--- src/rtl/lsu_pkg.sv ---
// Shared definitions for the data-memory load/store unit.
// Provides the memory op encoding, the exception codes, the FSM state type,
// and small helpers that classify ops by direction and access size.
package lsu_pkg;

    typedef enum logic [3:0] {
        OP_LB  = 4'd0,
        OP_LBU = 4'd1,
        OP_LH  = 4'd2,
        OP_LHU = 4'd3,
        OP_LW  = 4'd4,
        OP_SB  = 4'd5,
        OP_SH  = 4'd6,
        OP_SW  = 4'd7
    } op_e;

    localparam logic [4:0] EXC_ADEL = 5'd4;
    localparam logic [4:0] EXC_ADES = 5'd5;
    localparam logic [4:0] EXC_RI   = 5'd10;

    typedef enum logic [1:0] {
        ST_IDLE,
        ST_ACCESS,
        ST_RESP
    } state_e;

    function automatic logic op_is_load(logic [3:0] op);
        return op <= 4'd4;
    endfunction

    function automatic logic op_is_store(logic [3:0] op);
        return (op >= 4'd5) && (op <= 4'd7);
    endfunction

    // Access size in bytes; 0 for illegal ops.
    function automatic logic [2:0] op_size(logic [3:0] op);
        case (op)
            OP_LB, OP_LBU, OP_SB: return 3'd1;
            OP_LH, OP_LHU, OP_SH: return 3'd2;
            OP_LW, OP_SW:         return 3'd4;
            default:              return 3'd0;
        endcase
    endfunction

endpackage

--- src/rtl/dmem_lsu_if.sv ---
// Bundle of the LSU's request/response handshake and data-memory bus.
//   slave  : the LSU's view (takes requests, drives responses and memory)
//   master : the environment's view (execute stage + data memory)
interface dmem_lsu_if;

    logic        req_valid;
    logic        req_ready;
    logic [3:0]  req_op;
    logic [31:0] req_addr;
    logic [31:0] req_wdata;

    logic        resp_valid;
    logic [31:0] resp_rdata;
    logic        resp_exc;
    logic [4:0]  resp_exc_code;
    logic [31:0] resp_badvaddr;

    logic        dm_ena;
    logic        dm_wena;
    logic        dm_rena;
    logic [3:0]  dm_wflag;
    logic [31:0] dm_addr;
    logic [31:0] dm_wdata;
    logic [31:0] dm_rdata;

    modport slave (
        input  req_valid, req_op, req_addr, req_wdata, dm_rdata,
        output req_ready, resp_valid, resp_rdata, resp_exc, resp_exc_code,
               resp_badvaddr, dm_ena, dm_wena, dm_rena, dm_wflag, dm_addr,
               dm_wdata
    );

    modport master (
        output req_valid, req_op, req_addr, req_wdata, dm_rdata,
        input  req_ready, resp_valid, resp_rdata, resp_exc, resp_exc_code,
               resp_badvaddr, dm_ena, dm_wena, dm_rena, dm_wflag, dm_addr,
               dm_wdata
    );

endinterface

--- src/rtl/lsu_lane_align.sv ---
// Byte-lane steering for the LSU (purely combinational).
//   op_i     : memory op        a_i    : byte offset within the word
//   rt_i     : store source     rdata_i: word read from data memory
//   wflag_o  : byte write enables for stores (0 for loads/illegal ops)
//   wdata_o  : store data replicated across lanes
//   load_o   : selected lane, sign/zero-extended for loads
module lsu_lane_align
    import lsu_pkg::*;
(
    input  logic [3:0]  op_i,
    input  logic [1:0]  a_i,
    input  logic [31:0] rt_i,
    input  logic [31:0] rdata_i,
    output logic [3:0]  wflag_o,
    output logic [31:0] wdata_o,
    output logic [31:0] load_o
);

    logic [7:0]  byte_sel;
    logic [15:0] half_sel;

    always_comb begin
        case (a_i)
            2'd0:    byte_sel = rdata_i[7:0];
            2'd1:    byte_sel = rdata_i[15:8];
            2'd2:    byte_sel = rdata_i[23:16];
            default: byte_sel = rdata_i[31:24];
        endcase
        half_sel = a_i[1] ? rdata_i[31:16] : rdata_i[15:0];

        wflag_o = '0;
        wdata_o = rt_i;
        load_o  = '0;
        case (op_i)
            OP_SB: begin
                wflag_o = 4'b0001 << a_i;
                wdata_o = {4{rt_i[7:0]}};
            end
            OP_SH: begin
                wflag_o = a_i[1] ? 4'b1100 : 4'b0011;
                wdata_o = {2{rt_i[15:0]}};
            end
            OP_SW:   wflag_o = 4'b1111;
            OP_LB:   load_o  = {{24{byte_sel[7]}}, byte_sel};
            OP_LBU:  load_o  = {24'd0, byte_sel};
            OP_LH:   load_o  = {{16{half_sel[15]}}, half_sel};
            OP_LHU:  load_o  = {16'd0, half_sel};
            OP_LW:   load_o  = rdata_i;
            default: ;
        endcase
    end

endmodule

--- src/rtl/dmem_lsu.sv ---
// Load/store unit between execute and the byte-lane data memory.
// Accepts one request at a time (IDLE -> ACCESS -> RESP, or IDLE -> RESP on
// an exception), checks opcode, alignment and mapped range, drives the
// memory for one cycle and returns the extended load result or the fault.
//   clk, rst_n : clock, asynchronous active-low reset
//   bus        : request/response handshake and data-memory bus (slave view)
module dmem_lsu
    import lsu_pkg::*;
#(
    parameter logic [31:0] BASE_ADDR = 32'h1001_0000,
    parameter int unsigned MEM_BYTES = 1024
) (
    input  logic       clk,
    input  logic       rst_n,
    dmem_lsu_if.slave  bus
);

    state_e      state_q;
    logic [3:0]  op_q;
    logic [31:0] addr_q;
    logic [31:0] wdata_q;
    logic        dm_ena_q, dm_wena_q, dm_rena_q;
    logic        resp_valid_q, resp_exc_q;
    logic [4:0]  exc_code_q;
    logic [31:0] rdata_q, badvaddr_q;

    // Classification of the incoming request, used only at the accept edge.
    logic        req_load, req_store, req_misal, req_oor, req_exc;
    logic [2:0]  req_size;
    logic [31:0] req_off;
    logic [32:0] req_end;
    logic [4:0]  req_code;

    always_comb begin
        req_load  = op_is_load(bus.req_op);
        req_store = op_is_store(bus.req_op);
        req_size  = op_size(bus.req_op);
        req_misal = ((req_size == 3'd2) && bus.req_addr[0]) ||
                    ((req_size == 3'd4) && (bus.req_addr[1:0] != 2'b00));
        // One past the last byte touched, widened so it cannot wrap.
        req_off   = bus.req_addr - BASE_ADDR;
        req_end   = {1'b0, req_off} + {30'd0, req_size};
        req_oor   = (bus.req_addr < BASE_ADDR) || (req_end > 33'(MEM_BYTES));
        req_exc   = !(req_load || req_store) || req_misal || req_oor;
        if (!(req_load || req_store)) begin
            req_code = EXC_RI;
        end else if (req_load) begin
            req_code = EXC_ADEL;
        end else begin
            req_code = EXC_ADES;
        end
    end

    logic [3:0]  lane_wflag;
    logic [31:0] lane_wdata, lane_load;

    lsu_lane_align u_align (
        .op_i    (op_q),
        .a_i     (addr_q[1:0]),
        .rt_i    (wdata_q),
        .rdata_i (bus.dm_rdata),
        .wflag_o (lane_wflag),
        .wdata_o (lane_wdata),
        .load_o  (lane_load)
    );

    always_ff @(posedge clk or negedge rst_n) begin
        if (!rst_n) begin
            state_q      <= ST_IDLE;
            op_q         <= '0;
            addr_q       <= '0;
            wdata_q      <= '0;
            dm_ena_q     <= 1'b0;
            dm_wena_q    <= 1'b0;
            dm_rena_q    <= 1'b0;
            resp_valid_q <= 1'b0;
            resp_exc_q   <= 1'b0;
            exc_code_q   <= '0;
            rdata_q      <= '0;
            badvaddr_q   <= '0;
        end else begin
            case (state_q)
                ST_IDLE: begin
                    if (bus.req_valid) begin
                        op_q    <= bus.req_op;
                        addr_q  <= bus.req_addr;
                        wdata_q <= bus.req_wdata;
                        if (req_exc) begin
                            resp_valid_q <= 1'b1;
                            resp_exc_q   <= 1'b1;
                            exc_code_q   <= req_code;
                            badvaddr_q   <= bus.req_addr;
                            rdata_q      <= '0;
                            state_q      <= ST_RESP;
                        end else begin
                            dm_ena_q  <= 1'b1;
                            dm_wena_q <= req_store;
                            dm_rena_q <= req_load;
                            state_q   <= ST_ACCESS;
                        end
                    end
                end
                ST_ACCESS: begin
                    dm_ena_q     <= 1'b0;
                    dm_wena_q    <= 1'b0;
                    dm_rena_q    <= 1'b0;
                    resp_valid_q <= 1'b1;
                    resp_exc_q   <= 1'b0;
                    exc_code_q   <= '0;
                    badvaddr_q   <= '0;
                    rdata_q      <= dm_rena_q ? lane_load : '0;
                    state_q      <= ST_RESP;
                end
                ST_RESP: begin
                    resp_valid_q <= 1'b0;
                    resp_exc_q   <= 1'b0;
                    exc_code_q   <= '0;
                    badvaddr_q   <= '0;
                    rdata_q      <= '0;
                    state_q      <= ST_IDLE;
                end
                default: state_q <= ST_IDLE;
            endcase
        end
    end

    assign bus.req_ready     = (state_q == ST_IDLE);
    assign bus.resp_valid    = resp_valid_q;
    assign bus.resp_rdata    = rdata_q;
    assign bus.resp_exc      = resp_exc_q;
    assign bus.resp_exc_code = exc_code_q;
    assign bus.resp_badvaddr = badvaddr_q;
    assign bus.dm_ena        = dm_ena_q;
    assign bus.dm_wena       = dm_wena_q;
    assign bus.dm_rena       = dm_rena_q;
    // Write enable is only ever high in ACCESS, so lanes are quiet elsewhere.
    assign bus.dm_wflag      = dm_wena_q ? lane_wflag : '0;
    assign bus.dm_addr       = {addr_q[31:2], 2'b00};
    assign bus.dm_wdata      = lane_wdata;

endmodule

--- src/flat_wrapper.sv ---
// flat-port wrapper written by rule: the top's interface ports become plain ports
module dmem_lsu_flat import lsu_pkg::*;
#(
    parameter logic [31:0] BASE_ADDR = 32'h1001_0000,
    parameter int unsigned MEM_BYTES = 1024
)
  (clk, rst_n, bus_req_valid, bus_req_op, bus_req_addr, bus_req_wdata, bus_dm_rdata, bus_req_ready, bus_resp_valid, bus_resp_rdata, bus_resp_exc, bus_resp_exc_code, bus_resp_badvaddr, bus_dm_ena, bus_dm_wena, bus_dm_rena, bus_dm_wflag, bus_dm_addr, bus_dm_wdata);
  dmem_lsu_if bus_i ();
  input  logic clk;
  input  logic rst_n;
  input wire logic [$bits(bus_i.req_valid)-1:0] bus_req_valid;
  input wire logic [$bits(bus_i.req_op)-1:0] bus_req_op;
  input wire logic [$bits(bus_i.req_addr)-1:0] bus_req_addr;
  input wire logic [$bits(bus_i.req_wdata)-1:0] bus_req_wdata;
  input wire logic [$bits(bus_i.dm_rdata)-1:0] bus_dm_rdata;
  output wire logic [$bits(bus_i.req_ready)-1:0] bus_req_ready;
  output wire logic [$bits(bus_i.resp_valid)-1:0] bus_resp_valid;
  output wire logic [$bits(bus_i.resp_rdata)-1:0] bus_resp_rdata;
  output wire logic [$bits(bus_i.resp_exc)-1:0] bus_resp_exc;
  output wire logic [$bits(bus_i.resp_exc_code)-1:0] bus_resp_exc_code;
  output wire logic [$bits(bus_i.resp_badvaddr)-1:0] bus_resp_badvaddr;
  output wire logic [$bits(bus_i.dm_ena)-1:0] bus_dm_ena;
  output wire logic [$bits(bus_i.dm_wena)-1:0] bus_dm_wena;
  output wire logic [$bits(bus_i.dm_rena)-1:0] bus_dm_rena;
  output wire logic [$bits(bus_i.dm_wflag)-1:0] bus_dm_wflag;
  output wire logic [$bits(bus_i.dm_addr)-1:0] bus_dm_addr;
  output wire logic [$bits(bus_i.dm_wdata)-1:0] bus_dm_wdata;
  assign bus_i.req_valid = bus_req_valid;
  assign bus_i.req_op = bus_req_op;
  assign bus_i.req_addr = bus_req_addr;
  assign bus_i.req_wdata = bus_req_wdata;
  assign bus_i.dm_rdata = bus_dm_rdata;
  assign bus_req_ready = bus_i.req_ready;
  assign bus_resp_valid = bus_i.resp_valid;
  assign bus_resp_rdata = bus_i.resp_rdata;
  assign bus_resp_exc = bus_i.resp_exc;
  assign bus_resp_exc_code = bus_i.resp_exc_code;
  assign bus_resp_badvaddr = bus_i.resp_badvaddr;
  assign bus_dm_ena = bus_i.dm_ena;
  assign bus_dm_wena = bus_i.dm_wena;
  assign bus_dm_rena = bus_i.dm_rena;
  assign bus_dm_wflag = bus_i.dm_wflag;
  assign bus_dm_addr = bus_i.dm_addr;
  assign bus_dm_wdata = bus_i.dm_wdata;
  dmem_lsu #(.BASE_ADDR(BASE_ADDR), .MEM_BYTES(MEM_BYTES)) u_core (.clk(clk), .rst_n(rst_n), .bus(bus_i));
endmodule
--- config.mk ---
export PLATFORM = sky130hd
export DESIGN_NAME = dmem_lsu_flat
export DESIGN_NICKNAME = d
export VERILOG_FILES = /design/src/rtl/lsu_pkg.sv /design/src/rtl/dmem_lsu_if.sv /design/src/rtl/lsu_lane_align.sv /design/src/rtl/dmem_lsu.sv /design/src/flat_wrapper.sv
export SDC_FILE = /design/constraint.sdc
export NUM_CORES = 1
export LEC_CHECK = 0
export ABC_AREA = 0
export CORE_UTILIZATION = 31
export DETAILED_ROUTE_END_ITERATION = 8
export PLACE_DENSITY = 0.57
export REMOVE_ABC_BUFFERS = 1
export SLEW_MARGIN = 15
export SYNTH_ARGS = -nofsm -noshare
export SYNTH_HDL_FRONTEND = slang
export SYNTH_SLANG_ARGS = --single-unit
--- constraint.sdc ---
create_clock -name clk -period 3 [get_ports clk]
set_clock_uncertainty 0.15 [all_clocks]
set_input_delay 0.3 -clock clk [delete_from_list [all_inputs] [get_ports clk]]
set_output_delay 0.3 -clock clk [all_outputs]
set_load 0.01 [all_outputs]
# Word level (Yosys, flattened, before mapping)

Memory sizes are Yosys's and may differ from the RTL's.
Cells that the tools add are included.
W data, S select, Z words.

Magnitude comparators: 5
Reduce and logical (&&, ||, !) cells: 21
Multiplexer cells: 36
Eq/ne operators: 16
$add $sub $neg: 2
Shift-type cells: 1

Operators by type and width:

| cell                     | number |
|---|---|
| $mux W32                 | 5 |
| $pmux W32 S5             | 1 |
| $pmux W32 S2             | 2 |
| $pmux W32 S3             | 1 |
| $add A32 B3 Y33          | 1 |
| $gt A33 B11 Y1 const B   | 1 |
| $lt A32 B29 Y1 const B   | 1 |
| $sub A32 B29 Y32 const B | 1 |
| $pmux W8 S3              | 1 |
| $eq A4 B3 Y1 const B     | 4 |
| $mux W16                 | 1 |
| $mux W5                  | 3 |
| $pmux W4 S3              | 1 |
| $pmux W5 S2              | 1 |
| $mux W1                  | 9 |
| $reduce_and A3 Y1        | 3 |
| $eq A4 B2 Y1 const B     | 2 |
| $le A4 B3 Y1 const B     | 2 |
| $mux W4                  | 2 |
| $pmux W1 S2              | 4 |
| $reduce_bool A2 Y1       | 3 |
| $logic_or A1 B1 Y1       | 5 |
| $eq A2 B1 Y1 const B     | 2 |
| $eq A2 B2 Y1 const B     | 2 |
| 18 further kinds         | 23 |

Bits in read-only memories: 24
Output and inout bits: 143
Memories: 1
Flip-flop bits (word level): 144

Memories:

| memory           | words | width | read ports | clocked after memory_dff | wr ports | RTL line      | text |
|---|---|---|---|---|---|---|---|
| (name not given) | 8     | 3     | 1          | 0                        | 0        | lsu_pkg.sv:37 | `case (op)` |

# Longest topological paths before layout

Gate-level depths: netlist of run 1.
An unclocked memory read counts as a cell.

Depth after elaboration: 10
Mapped depth: 19
Gate-level depth less buffers: 16

# Modules after synthesis

Synthesis of run 1 repeated with hierarchy kept, for this count alone.

Cells, all modules: 902
Area total of the unflattened synthesis: 9,208.8 µm²

Modules (own cells, without submodules):

| module         | cells each | area an instance (µm²) | sequential area each (µm²) | times used |
|---|---|---|---|---|
| dmem_lsu       | 664        | 7,691.1                | 3,553.4                    | 1 |
| lsu_lane_align | 238        | 1,517.7                | 0.0                        | 1 |

# Least setup slack after synthesis of run 1

No wires, ideal clock.

Path kind: in2reg
From: input bus_req_op[0]
To: register u_core.exc_code_q[0], in the netlist u_core.bus.resp_exc_code[0]
Setup slack: -1.045 ns
Path buffers: 1
Arrival: 3.769 ns
Stages: 16
Library setup time: 0.126 ns
Cells stage by stage: inv_1 -> ha_1 -> mux2_2 -> nand2_1 -> xnor2_1 -> ha_1 -> a21oi_1 -> o31a_1 -> or4_1 -> nor4_2 -> or4b_1 -> nand3_1 -> and4b_1 -> clkbuf_1 -> a21oi_1 -> a311o_1

Word-level cells in the longest chain between the ends: 9
Elaborated cells on any way between the ends: 25
Those cells by class: add/sub: 1; order compare: 4; eq/ne: 3; mux: 6; reduce/logical: 10; memory: 1

RTL lines:

| element                                                                 | RTL line           | text |
|---|---|---|
| start, declared                                                         | flat_wrapper.sv:12 | `input wire logic [$bits(bus_i.req_op)-1:0] bus_req_op;` |
| parallel branches: the longest is 9 deep, another holds $add A32 B3 Y33 | n/a                |  |
| end signal, assigned                                                    | dmem_lsu.sv:91     | `exc_code_q <= req_code;` |
| end, declared                                                           | dmem_lsu.sv:24     | `logic [4:0] exc_code_q;` |

Several ways; the timed one is not identified. The select of a mux whose other input is x is not followed.
A chain may end at the register's enable or synchronous reset.

# Worst setup path after layout of run 1

From: input bus_req_op[1]
To: register u_core.rdata_q[16], in the netlist u_core.bus.resp_rdata[16]

Word-level cells in the longest chain between the ends: 9
Elaborated cells on any way between the ends: 20
Those cells by class: add/sub: 1; order compare: 4; eq/ne: 3; mux: 1; reduce/logical: 10; memory: 1

RTL lines:

| element                                                                 | RTL line        | text |
|---|---|---|
| parallel branches: the longest is 6 deep, another holds $add A32 B3 Y33 | n/a             |  |
| $logic_or A1 B1 Y1 (*)                                                  | dmem_lsu.sv:44  | `req_exc = !(req_load \|\| req_store) \|\| req_misal \|\| req_oor;` |
| $ne A2 B1 Y1 (no line) (*)                                              | n/a             |  |
| $reduce_and A3 Y1 (no line) (*)                                         | n/a             |  |
| end signal, assigned                                                    | dmem_lsu.sv:111 | `rdata_q <= dm_rena_q ? lane_load : '0;` |
| end, declared                                                           | dmem_lsu.sv:25  | `logic [31:0] rdata_q, badvaddr_q;` |

Every way passes the cells marked *.

==> flow_metrics.tcl, run 1 <==
set metrics [dict create \
    vias_per_cell 5.45 \
    cts.clk_slew.worst_paths_ns 0.07 \
    final-setup-viol-count 74 \
    core_mm2 0.0316 \
    grt_pass1_wl_mm 60.1 \
    required_ns 3.17 \
    grt_use_met3 0.0433 \
    fill_cells 2960 \
    hold_slack_ns 0.0323 \
    fin_tns_setup_ns -48.77 \
    hold_viol 0 \
    synth.cells.most_frequent "235 x nand2_1, 142 x dfrtp_1, 78 x a21oi_1" \
    status "finished with violations" \
    cp-end-kind "flop" \
    drive_gt1_frac 0.267 \
    synthFlopType "dfrtp_1" \
    critPathMaxStageDelay_ns 0.31 \
    rsz0062_at_grt "true" \
    crit_chain "buf_12, buf_4, mux2_4, nand2_4, xnor2_4, ha_4, a21oi_4, o31a_1, buf_6, buf_6, o31a_1, o31a_1, nor4_2, nand3_1, nor3_2, nand3_4, buf_4, buf_6, and3_1, a311o_1" \
    area_growth_pct 57.7 \
    grt_use_met2 0.381 \
    async_flop_share 1.00 \
    crit_path_end "u_core.bus.resp_rdata[16]$_DFFE_PN0P_" \
    violations "negative setup slack" \
    vdd_drop_max_mv 0.424 \
    final_util 0.497 \
    worst_pin_slew_ns 1.16 \
    cts_tree "yes" \
    fp.dieW_um 181 \
    critPathBufInv 6 \
    clk_latency_ns 0.43 \
    regToRegStartpoint "u_core.op_q[1]$_DFFE_PN0P_" \
    netlist_area_mm2 0.00997 \
    vias 10800 \
    critPathLaunch "bus_req_op[1]" \
    worst_slack_ns -0.746 \
    critPathKind "in -> reg" \
    grt-busiest-layer "met2" \
    critical-path-top-delay-family "simple AND/OR/NAND/NOR gates" \
    drt_iter0_markers 787 \
    cts_max_level 4 \
    slew-limit-headroom 0.221 \
    ys_warn_count 0 \
    synth_top_area_frac 0.356 \
    cp.depth 20 \
    startpoint_type "input pin" \
    final_nets 1673 \
    seq_area_mm2 0.00355 \
    syn_area_per_cell_um2 8.34 \
    power_density_mw_per_mm2 812 \
    yosysSeqAreaShare 0.356 \
    ctsRootBufferMaster "clkbuf_16" \
    routed_wirelength_mm 38.6 \
    rows 65 \
    dp_hpwl_mm 24.9 \
    routabilityCongestion 0.849 \
    clock_sinks 142 \
    synth_area_leader_cell "dfrtp_1" \
    p_leak_nw 6.88 \
    clock_tree.buffer_depth 2 \
    overflow 0 \
    grt_usage 0.232 \
    die-area_mm2 0.0329 \
    dr.pass1.iters 7 \
    netlist_instances 1196 \
    fin_crit_ns 3.75 \
    start_util 0.315 \
    route.detailed.drc 0 \
    antenna_cells 0 \
    synth.most_common_cell "nand2_1" \
    yosys.cell_types.count 83 \
    cts-buffers-inserted 17 \
    arrival_ns 3.91 \
    antenna_found_initial 0 \
    wire_per_inst_um 19.5 \
    timing.rr.end "u_core.bus.resp_rdata[11]$_DFFE_PN0P_" \
    first_global_vias 10700 \
    cap_violations 0 \
    boundaryPins 246 \
    grtUsageMet1 0.305 \
    grt_max_degree 64 \
    synth_area_leaders "dfrtp_1 36%, nand2_1 8.8%, a21oi_1 3.9%" \
    synth-edff-count 0 \
    slew_viol_final 0 \
    slowest_stage "o31a_1" \
    r2r_setup_slack_ns -0.05 \
    crit_fanout 8 \
    multiInputGateArea_mm2 0.00631 \
    rr_worst_depth 10 \
    finalCritPeriodShare 1.25 \
    drtAntennaViolNets 0 \
    hp-class "in -> reg" \
    io_buffers 242 \
    die_h_um 181 \
    synth-seq-cells 142 \
    max_freq_mhz 267 \
]
## state kept, by name, indices dropped and copies added (netlist names)
register and count:
u_core.addr_q 32, u_core.bus.resp_badvaddr 32, u_core.bus.resp_rdata 32, u_core.wdata_q 32, u_core.op_q 4, u_core.bus.resp_exc_code 3, u_core.state_q 2, u_core.bus.dm_ena 1
u_core.bus.dm_rena 1, u_core.bus.dm_wena 1, u_core.bus.resp_exc 1, u_core.bus.resp_valid 1
## cell families after synthesis
group | after synthesis | synth area share
mux | 66 | 0.0792
simple gates | 444 | 0.210
xor+xnor | 17 | 0.0149
buf+inv | 176 | 0.0881
flops | 142 | 0.356
fa+ha+maj | 11 | 0.0138
other cells | 1 | 0.000376
compound gates | 339 | 0.238
## layout make-up
cell class | instances | area share
Sequential cell | 142 | 0.226
Inverter | 36 | 0.00939
Clock inverter | 14 | 0.00780
Multi-Input combinational cell | 883 | 0.402
Timing Repair Buffer | 479 | 0.296
Tap cell | 402 | 0.0320
Clock buffer | 18 | 0.0273
## metal layers
metal	wire (µm)	vias to the layer above
met5	0	-
met4	979	0
met3	2390	65
met2	18500	436
li1	-	5048
met1	16700	5210
## timing repair
action,4_1_cts,5_1_grt
pin swaps,57,51
resized for setup,144,73
endpoints found under the hold margin,61,0
hold buffers,2,0
buffers inserted,47,10
setup endpoints to repair,90,84
cloned,13,2
## worst min path at each step
| stage | from | cells past startpoint | end | slack, ns |
|---|---|---|---|---|
| after floorplan | rst_n | 0 | u_core.addr_q[0]$_DFFE_PN0P_ | -0.15 |
| after global placement | rst_n | 1 | u_core.addr_q[30]$_DFFE_PN0P_ | 0.18 |
| after detailed placement | rst_n | 1 | u_core.addr_q[27]$_DFFE_PN0P_ | 0.18 |
| after CTS | bus_req_op[0] | 3 | u_core.op_q[0]$_DFFE_PN0P_ | 0.009 |
| after global routing | bus_req_op[0] | 3 | u_core.op_q[0]$_DFFE_PN0P_ | 0.02 |
| final | bus_req_op[0] | 3 | u_core.op_q[0]$_DFFE_PN0P_ | 0.03 |
## worst register-to-register path, cell delays in order (launching register included)
cell and delay [ns]:
dfrtp_2 0.45, nor2_1 0.23, a22oi_1 0.13, nor2_1 0.88
a22oi_1 0.26, a21oi_1 0.37, mux2i_1 0.12, o21ai_0 0.16
a31oi_1 0.07, o21ai_2 0.09, a31o_1 0.10
## placed cells by master (no fill, tap or decap), drive strengths merged, types with 6 or more instances in the layout
cell type	instances
or4	6
mux4	8
inv	43
nand3b	7
a22o	36
mux2i	38
o311ai	9
nand2	236
buf	237
dfrtp	142
nand2b	12
o31ai	11
clkbuf	21
a211oi	6
ha	11
o21ai	57
and2	6
xnor2	13
o22ai	11
nor2	63
a21o	13
and3	11
mux2	20
a311oi	9
nor3	21
dlygate4sd2	15
o221ai	8
a221o	7
nand4	8
nor4	10
clkdlybuf4s50	219
a21oi	78
nor2b	11
o211ai	7
a22oi	16
nand3	34
a311o	9
a31oi	28
## power by group
group	leakage (nW)	internal, mW	switching [mW]	total, mW
Clock	0.259	1.09	1.01	2.10
Combinational	4.85	3.69	3.53	7.22
Sequential	1.77	2.75	0.696	3.45
## per-stage QoR
stage | power [mW] | instances | cell area (µm²) | setup slack [ns]
2_1_floorplan | 6.63 | 1058 | 9240 | -1.46
3_3_place_gp | 9.95 | 1879 | 13600 | -1.67
3_5_place_dp | 10.1 | 1879 | 13600 | -1.77
4_1_cts | 12.7 | 1971 | 15400 | -0.706
5_1_grt | 13.6 | 1974 | 15700 | -0.938
6_report | 12.8 | 1974 | 15700 | -0.746
Note: power is estimated with default switching activity, not from simulation.
==> run 2: changes to the inputs <==
--- a/config.mk
+++ b/config.mk
@@ -10,6 +10,7 @@
 export DETAILED_ROUTE_END_ITERATION = 8
 export PLACE_DENSITY = 0.57
 export REMOVE_ABC_BUFFERS = 1
+export SETUP_SLACK_MARGIN = 0.4
 export SLEW_MARGIN = 15
 export SYNTH_ARGS = -nofsm -noshare
 export SYNTH_HDL_FRONTEND = slang
==> run 2 against run 1 <==
The run still ends with negative setup slack left. Sequential power hardly changed. Combinational power rose by 7.8%. Global-route usage up 0.22 points. Power is 4.6% higher. Non-clock buffer count up 15. Critical path depth fell by 2. Count of clock-buffer cells in the layout unchanged. Worst hold slack lost 0.0068 ns. Via count increased by 0.42%.
==> flow_metrics.tcl, run 2 (synthesis gave the netlist of run 1 again) <==
set metrics [dict create \
    arrival_ns 4.01 \
    drtAntennaViolNets 0 \
    hold_viol 0 \
    startpoint_type "input pin" \
    hp-class "in -> reg" \
    rows 65 \
    seqPwrFrac 0.261 \
    vias_per_cell 5.43 \
    required_ns 3.22 \
    power_density_mw_per_mm2 831 \
    cts-buffers-inserted 17 \
    cts_max_level 4 \
    route.detailed.drc 0 \
    routed_wirelength_mm 38.8 \
    routabilityCongestion 0.849 \
    wire_per_inst_um 19.5 \
    die_h_um 181 \
    power.share.combinational 0.582 \
    max_freq_mhz 264 \
    cap_violations 0 \
    antenna_found_initial 0 \
    p_leak_nw 7.09 \
    dp_hpwl_mm 24.9 \
    drive_gt1_frac 0.298 \
    violations "negative setup slack" \
    dr.pass1.iters 5 \
    swShare 0.409 \
    vdd_drop_max_mv 0.428 \
    clk_latency_ns 0.43 \
    slew-limit-headroom 0.211 \
    core_mm2 0.0316 \
    worst_slack_ns -0.785 \
    status "finished with violations" \
    place_inst 1879 \
    switchingPower_mw 5.46 \
    boundaryPins 246 \
    final_common_cell "nand2_1" \
    drt_iter0_markers 820 \
    finalCritPeriodShare 1.26 \
    grt_usage 0.234 \
    clock_sinks 142 \
    critPathKind "in -> reg" \
    slew_viol_final 0 \
    overflow 0 \
    cts_tree "yes" \
    p_clk_frac 0.157 \
    worst_pin_slew_ns 1.18 \
    area_growth_pct 61.2 \
    stdcell_area_mm2 0.0161 \
    cp-end-kind "flop" \
    fp.dieW_um 181 \
    placed_area_mm2 0.0136 \
    antenna_cells 0 \
    instances_no_fill 1988 \
    clock_tree.buffer_depth 2 \
    first_global_vias 10800 \
    crit_fanout 7 \
    final_nets 1687 \
    grt_max_degree 64 \
    layout_common_cells "229 x nand2_1, 194 x clkdlybuf4s50_1, 179 x buf_4, 140 x dfrtp_1, 63 x a21oi_1" \
    die-area_mm2 0.0329 \
    vias 10800 \
    rsz0062_at_grt "true" \
    internal_power_mw 7.90 \
    fin_crit_ns 3.79 \
    cts.clk_slew.worst_paths_ns 0.08 \
    io_buffers 242 \
    start_util 0.315 \
    grt_pass1_wl_mm 60.7 \
    final-setup-viol-count 74 \
    ctsRootBufferMaster "clkbuf_16" \
]
==> run 2: what timing repair did <==
action / 4_1_cts / 5_1_grt
hold buffers: 2 / 0
endpoints found under the hold margin: 61 / 0
gates cloned: 14 / 1
pin swaps: 74 / 35
setup endpoints to repair: 102 / 82
resized for setup: 212 / 161
setup buffers: 51 / 9
==> run 2: final cells by class <==
type,count,area [µm²]
clock inverter,14,123
clock buffer,18,429
tap,402,503
fill,2936,15600
multi-input combinational,882,6360
timing repair buffer,494,4960
sequential,142,3560
inverter,36,143
==> run 2: power groups by stage <==
stage	Sequential, mW	Clock [mW]	Combinational (mW)
6_report	3.48	2.10	7.78
5_1_grt	3.60	2.20	8.36
4_1_cts	3.44	2.13	7.23
3_5_place_dp	3.44	0	6.61
3_3_place_gp	3.44	0	6.51
2_1_floorplan	3.71	0	2.92
==> run 2: through the flow <==
step	total power [mW]	hold WS [ns]	utilization	setup slack, ns	setup TNS (ns)
2_1_floorplan	6.63	-0.146	-	-1.46	-96.26
3_3_place_gp	9.95	0.180	0.430	-1.67	-115.64
3_5_place_dp	10.1	0.175	0.430	-1.77	-123.02
4_1_cts	12.8	0.00941	0.495	-0.706	-45.25
5_1_grt	14.2	0.0201	0.508	-0.933	-61.60
6_report	13.4	0.0255	0.508	-0.785	-51.73
==> run 2: worst max-delay path: stages <==
cell	delay [ns]
clkdlybuf4s50_1	0.59
buf_4	0.23
nand2_4	0.07
o31a_1	0.27
buf_6	0.14
buf_6	0.10
o31a_1	0.31
o31a_1	0.29
nor4_2	0.26
nand3_1	0.19
nor3_2	0.27
nand3_4	0.12
buf_6	0.13
o21ai_4	0.17
buf_12	0.16
buf_12	0.11
buf_16	0.12
a22o_1	0.14
==> run 2: worst paths after layout <==
check / from / end / slack (ns) / depth (start not counted)
max in group asynchronous: rst_n / u_core.op_q[2]$_DFFE_PN0P_ / 1.68 / 3
setup / recovery: bus_req_addr[1] / u_core.bus.resp_exc_code[1]$_DFFE_PN0P_ / -0.79 / 18
hold reg to reg: u_core.addr_q[0]$_DFFE_PN0P_ / u_core.addr_q[0]$_DFFE_PN0P_ / 0.33 / 2
hold / removal: bus_req_op[0] / u_core.op_q[0]$_DFFE_PN0P_ / 0.03 / 3
min in group asynchronous: rst_n / u_core.addr_q[27]$_DFFE_PN0P_ / 0.27 / 2
setup reg to reg: u_core.op_q[1]$_DFFE_PN0P_ / u_core.bus.resp_rdata[11]$_DFFE_PN0P_ / -0.02 / 10
==> run 2: per-layer routing <==
| layer | GRT usage | up-vias | part of all wire |
|---|---|---|---|
| li1 | - | 5070 | - |
| met2 | 0.386 | 425 | 0.48 |
| met4 | 0.0766 | 0 | 0.024 |
| met5 | 0 | - | 0 |
| met1 | 0.308 | 5247 | 0.44 |
| met3 | 0.0417 | 62 | 0.057 |
